==> config.mk <==
export PLATFORM = sky130hd
export DESIGN_NAME = cont_cresc_cinco
export DESIGN_NICKNAME = d
export VERILOG_FILES = /design/src/rtl/cont_cresc_cinco.sv
export SDC_FILE = /design/constraint.sdc
export NUM_CORES = 1
export LEC_CHECK = 0
export ABC_CLOCK_PERIOD_IN_PS = 2400
export CAP_MARGIN = 30
export CELL_PAD_IN_SITES_DETAIL_PLACEMENT = 1
export CELL_PAD_IN_SITES_GLOBAL_PLACEMENT = 2
export CORE_MARGIN = 3
export CORE_UTILIZATION = 32
export CTS_BUF_LIST = sky130_fd_sc_hd__clkbuf_8
export CTS_CLUSTER_SIZE = 30
export DETAILED_ROUTE_END_ITERATION = 16
export GPL_TIMING_DRIVEN = 0
export PLACE_DENSITY = 0.83
export RECOVER_POWER = 25
export SKIP_CTS_REPAIR_TIMING = 1
export SLEW_MARGIN = 20
export SYNTH_ARGS = -nofsm -noshare
export SYNTH_HDL_FRONTEND = slang
export SYNTH_SLANG_ARGS = --single-unit
==> constraint.sdc <==
create_clock -name Clk -period 2.4 [get_ports Clk]
set_input_delay 0.48 -clock Clk [delete_from_list [all_inputs] [get_ports Clk]]
set_output_delay 0.48 -clock Clk [all_outputs]
set_load 0.02 [all_outputs]
==> src/rtl/cont_cresc_cinco.sv <==
// Session timer: counts 0..5 once per Start, with pause/abort control.
// It pulses Done on completion and keeps a saturating count of finished sessions.
module cont_cresc_cinco (
    input  logic       Clk,
    input  logic       Rst,
    input  logic       Start,
    input  logic       Pause,
    input  logic       Stop,
    output logic       Q2,
    output logic       Q1,
    output logic       Q0,
    output logic       Busy,
    output logic       Done,
    output logic [3:0] Sessions
);

    typedef enum logic [1:0] {
        IDLE   = 2'd0,
        COUNT  = 2'd1,
        PAUSED = 2'd2,
        DONE   = 2'd3
    } state_t;

    state_t     state_reg;
    logic [2:0] count_reg;
    logic       busy_reg;
    logic       done_reg;
    logic [3:0] sessions_reg;

    always_ff @(posedge Clk) begin
        if (!Rst) begin
            state_reg    <= IDLE;
            count_reg    <= 3'd0;
            busy_reg     <= 1'b0;
            done_reg     <= 1'b0;
            sessions_reg <= 4'd0;
        end else begin
            case (state_reg)
                IDLE: begin
                    count_reg <= 3'd0;
                    done_reg  <= 1'b0;
                    if (Start) begin
                        state_reg <= COUNT;
                        busy_reg  <= 1'b1;
                    end else begin
                        busy_reg  <= 1'b0;
                    end
                end
                COUNT: begin
                    // Stop outranks Pause, which outranks counting.
                    if (Stop) begin
                        state_reg <= IDLE;
                        count_reg <= 3'd0;
                        busy_reg  <= 1'b0;
                    end else if (Pause) begin
                        state_reg <= PAUSED;
                    end else if (count_reg == 3'd5) begin
                        state_reg <= DONE;
                        done_reg  <= 1'b1;
                        if (sessions_reg != 4'd15)
                            sessions_reg <= sessions_reg + 4'd1;
                    end else begin
                        count_reg <= count_reg + 3'd1;
                    end
                end
                PAUSED: begin
                    // Resuming spends one edge without incrementing.
                    if (Stop) begin
                        state_reg <= IDLE;
                        count_reg <= 3'd0;
                        busy_reg  <= 1'b0;
                    end else if (!Pause) begin
                        state_reg <= COUNT;
                    end
                end
                DONE: begin
                    state_reg <= IDLE;
                    count_reg <= 3'd0;
                    busy_reg  <= 1'b0;
                    done_reg  <= 1'b0;
                end
                default: begin
                    state_reg <= IDLE;
                    count_reg <= 3'd0;
                    busy_reg  <= 1'b0;
                    done_reg  <= 1'b0;
                end
            endcase
        end
    end

    assign Q2       = count_reg[2];
    assign Q1       = count_reg[1];
    assign Q0       = count_reg[0];
    assign Busy     = busy_reg;
    assign Done     = done_reg;
    assign Sessions = sessions_reg;

endmodule

### Word level (Yosys, flattened, before mapping)

Index checks and enable logic that the tools add are counted.

* add/sub/neg operators: 2
* multiply operators: 0
* div/mod/pow operators: 0
* magnitude comparators: 0
* eq/ne operators: 15
* shift-type cells: 0
* muxes and demuxes: 19
* bitwise gates (word level): 2
* reduce and logical (&&, ||, !) cells: 8

Operators by type and width (number)
* $mux W2: 6
* $mux W3: 4
* $ne A2 B2 Y1 const B: 5
* $ne A3 B3 Y1 const B: 3
* $pmux W3 S3: 1
* $ne A4 B4 Y1 const B: 2
* $pmux W2 S4: 1
* $reduce_and A3 Y1: 2
* $mux W1: 5
* $reduce_and A5 Y1: 1
* $add A4 B1 Y4 const B: 1
* $eq A2 B2 Y1 const B: 2
* $reduce_and A4 Y1: 1
* $reduce_or A2 Y1: 2
* $add A3 B1 Y3 const B: 1
* $eq A3 B3 Y1 const B: 1
* $pmux W1 S3: 1
* $eq A2 B1 Y1 const B: 1
* $logic_not A2 Y1: 1
* $ne A2 B1 Y1 const B: 1
* $not A1 Y1: 2
* $pmux W1 S2: 1
* $reduce_bool A2 Y1: 1

* register bits: 11
* latch bits: 0
* memory bits (writable): 0
* memory bits (read-only): 0
* bits of input ports: 5
* logic and storage cells: 51
* memories kept: 0

### Longest topological paths before layout

* word-level depth: 5
* gate-level depth with buffers: 6
* depth with buffers taken out: 6

### Worst setup path before layout

OpenSTA, ideal clock, no wires.

* kind: reg-to-reg
* from: reg count_reg[1]
* to: reg count_reg[0]
* library setup time: 70 ps
* data arrival time: 1403 ps
* slack: 927 ps
* stages on the path, launching flop included: 7
* buffers on the path: 0
* clock period less this slack: 1473 ps
* cell sequence: dfxtp_1 > inv_1 > ha_1 > a21oi_1 > o21ai_0 > or3_1 > a21oi_1

* cells in the longest elaborated chain, start to end: 3

Ends and longest elaborated chain
* start: declaration: RTL line 25 `logic [2:0] count_reg;`
* start signal: assignment: RTL line 63 `count_reg <= count_reg + 3'd1;`
* $eq A3 B3 Y1: RTL line 57 `end else if (count_reg == 3'd5) begin`
* $ne A3 B3 Y1 (no source line)
* $reduce_and A3 Y1 (no source line)

Every way passes these cells.
A chain may end at the register's enable or synchronous reset.

### Final worst setup path

* from: reg count_reg[2]
* to: out Q2

RTL lines
* end: declaration: RTL line 9 `output logic Q2,`

No word-level cell between the ends.

==> reports/qor.json <==
{
  "result_of_the_run": {"value": "finished clean"},
  "final_antenna_net_count": {"value": 0},
  "power-per-cell-area": {"value": 538, "unit": "nW/um^2"},
  "num_antenna_cells": {"value": 0},
  "grt_first_pass_wirelength": {"value": 2960, "unit": "um"},
  "cpMaxStageDelayCell": {"value": "sky130_fd_sc_hd__clkdlybuf4s50_1"},
  "ys_async_sr_fraction": {"value": 0},
  "largest_register_ffs": {"value": 4},
  "cts_buffers": {"value": 3},
  "critical_path_arrival": {"value": 1.33, "unit": "ns"},
  "insertion_delay": {"value": 0.24, "unit": "ns"},
  "finalSetupTns": {"value": 0, "unit": "ns"},
  "netlist_top_cells_count": {"value": "sky130_fd_sc_hd__dfxtp_1, sky130_fd_sc_hd__inv_1, sky130_fd_sc_hd__a21oi_1"},
  "syn-mean-instance-area": {"value": 8.27, "unit": "um^2"},
  "finalClockSkew": {"value": 0.00134, "unit": "ns"},
  "grt-ovfl-total": {"value": 0},
  "drcViolationCount": {"value": 0},
  "cp.buffers_inverters": {"value": 1},
  "drt_pre_antenna_iters": {"value": 4},
  "grtUsageTotal": {"value": 0.154},
  "timing.critical_path.required": {"value": 1.92, "unit": "ns"},
  "final_hold_viol_count": {"value": 0},
  "ff2ff_path_depth": {"value": 6},
  "synth_fp_nets": {"value": 92},
  "hpwl": {"value": 1270, "unit": "um"},
  "area_growth": {"value": 29.7, "unit": "%"},
  "worst_setup_path_start_kind": {"value": "flip-flop"},
  "io-pin-count": {"value": 14},
  "grt_pass1_vias": {"value": 660},
  "synth_cell_types": {"value": 28},
  "fp.dieArea": {"value": 2650, "unit": "um^2"},
  "synth_area_leaders": {"value": "sky130_fd_sc_hd__dfxtp_1, sky130_fd_sc_hd__ha_1, sky130_fd_sc_hd__a21oi_1"},
  "gpl.final_weighted_congestion": {"value": 0.779},
  "final_min_period_over_clock_period": {"value": 0.753},
  "power_leakage": {"value": 0.352, "unit": "nW"},
  "wl_per_cell": {"value": 13.8, "unit": "um"},
  "postRouteWirelength": {"value": 1680, "unit": "um"},
  "area_of_the_placeable_core": {"value": 1840, "unit": "um^2"},
  "placedInstanceArea": {"value": 813, "unit": "um^2"},
  "critical_path.cell_chain": {"value": "clkdlybuf4s50_1"},
  "place.port_buffers": {"value": 12},
  "yosys.area.top_type_share": {"value": 0.333},
  "synth.largest_area_cell": {"value": "sky130_fd_sc_hd__dfxtp_1"},
  "cp_max_fo": {"value": 6},
  "critical_setup_path_class": {"value": "flip-flop to primary output"},
  "seq_area_frac_synth": {"value": 0.333},
  "grt_antenna_before_repair": {"value": 0},
  "number_of_enable_type_register_cells_in_the_synthesized_netlist": {"value": 0},
  "peakVddDrop": {"value": 0.319, "unit": "mV"},
  "critical_path_depth": {"value": 1},
  "via_per_inst": {"value": 5.09},
  "critPathMaxStageDelay": {"value": 0.65, "unit": "ns"},
  "final_nets": {"value": 109},
  "cts_tree": {"value": "yes"},
  "die_height": {"value": 51.5, "unit": "um"},
  "ctsLongestPathBuffers": {"value": 2},
  "netlist_area": {"value": 662, "unit": "um^2"},
  "fill_cells": {"value": 240},
  "cts_sinks": {"value": 11},
  "htreeDepth": {"value": 1},
  "multiInputGateArea": {"value": 395, "unit": "um^2"},
  "chipWidth": {"value": 51.5, "unit": "um"},
  "maxCapViolations": {"value": 0},
  "clkSlewWorstSetupHoldPaths": {"value": 0.05, "unit": "ns"},
  "slew_headroom": {"value": 0.788},
  "placementRows": {"value": 15},
  "p_total": {"value": 461, "unit": "uW"},
  "register_area": {"value": 220, "unit": "um^2"},
  "synthesis.instances": {"value": 80},
  "holdWs": {"value": 0.483, "unit": "ns"},
  "clock_tree_root_buffer_cell": {"value": "sky130_fd_sc_hd__clkbuf_8"},
  "critical-path-top-delay-family": {"value": "buffers and inverters"},
  "finalMaxSlewViolations": {"value": 0},
  "synthFlopType": {"value": "sky130_fd_sc_hd__dfxtp_1"},
  "dr_total_vias": {"value": 616},
  "grt_max_degree": {"value": 11},
  "starting_density": {"value": 0.360},
  "rsz_0062_raised_after_global_routing": {"value": "no"},
  "timing.fmax": {"value": 0.553, "unit": "GHz"},
  "min_delay_path_depth": {"value": 2},
  "drt_first_iter_violations": {"value": 9},
  "worst_margin_slew": {"value": 0.318, "unit": "ns"},
  "post_route_cells_drive_above_1_share": {"value": 0.0833},
  "report.final.setup_viol": {"value": 0},
  "layout.cell_area.non_filler": {"value": 858, "unit": "um^2"},
  "final_period_minus_worst_setup_slack": {"value": 1.81, "unit": "ns"},
  "nature_of_the_critical_path_endpoint": {"value": "primary output"},
  "synth-warning-count": {"value": 0},
  "worstHoldPathType": {"value": "flip-flop to flip-flop"},
  "ys_seq_elements": {"value": 11}
}
-- logic make-up (layout without fill, tap and decap cells) --
kind of cell             Yosys count  count (layout)  synth area share
adder cells (fa/ha/maj)            7               7             0.132
buffers and inverters             12              28            0.0699
flip-flops                        11              11             0.333
AND/OR/NAND/NOR                   27              27             0.244
AO/OA/AOI/OAI                     21              21             0.191
multiplexers                       2               2            0.0302
-- cells in the final DEF, fill, tap and decap left out, types with 2 or more instances in the layout --
cell / synthesis / layout
sky130_fd_sc_hd__a21oi_1: 10 / 10
sky130_fd_sc_hd__clkbuf_8: 0 / 3
sky130_fd_sc_hd__clkdlybuf4s50_1: 0 / 10
sky130_fd_sc_hd__dfxtp_1: 11 / 11
sky130_fd_sc_hd__dlygate4sd3_1: 0 / 2
sky130_fd_sc_hd__ha_1: 7 / 7
sky130_fd_sc_hd__inv_1: 11 / 12
sky130_fd_sc_hd__mux2i_1: 2 / 2
sky130_fd_sc_hd__nand2_1: 7 / 7
sky130_fd_sc_hd__nand2b_1: 2 / 2
sky130_fd_sc_hd__nand3_1: 2 / 2
sky130_fd_sc_hd__nor2_1: 4 / 4
sky130_fd_sc_hd__nor3_1: 3 / 3
sky130_fd_sc_hd__o21ai_0: 4 / 4
-- power breakdown --
part	internal [mW]	switching [mW]
clock network	0.113	0.0725
registers	0.189	0.00382
logic	0.0345	0.0491
-- worst paths after layout --
check / startpoint / endpoint / slack, ns
worst min register to register: Busy / Busy / 0.48
worst max-delay path: count_reg[2] / Q2 / 0.59
worst min-delay path: Busy / Busy / 0.48
worst max register to register: state_reg[1] / Sessions[3] / 0.81
-- stage by stage --
stage / cells / util / setup WS, ns
2_1_floorplan: 80 / - / 0.927
6_report: 121 / 0.467 / 0.592
5_1_grt: 121 / 0.467 / 0.447
3_3_place_gp: 117 / 0.442 / 0.506
4_1_cts: 121 / 0.467 / 0.595
3_5_place_dp: 117 / 0.442 / 0.476
-- routing by layer --
metal	global-route usage	up-vias	wire length, um
met3	0.0292	4	51
met1	0.193	288	821
li1	-	313	-
met4	0.0917	0	33
met5	0	-	0
met2	0.242	11	768
-- layout make-up --
| cell class | count | area share |
|---|---|---|
| timing repair buffer | 12 | 0.140 |
| tap | 25 | 0.0364 |
| buffer | 1 | 0.00583 |
| inverter | 11 | 0.0481 |
| clock buffer | 3 | 0.0481 |
| clock inverter | 1 | 0.00437 |
| multi-input combinational | 57 | 0.461 |
| sequential | 11 | 0.257 |
Power figures use the tool's default switching activity.
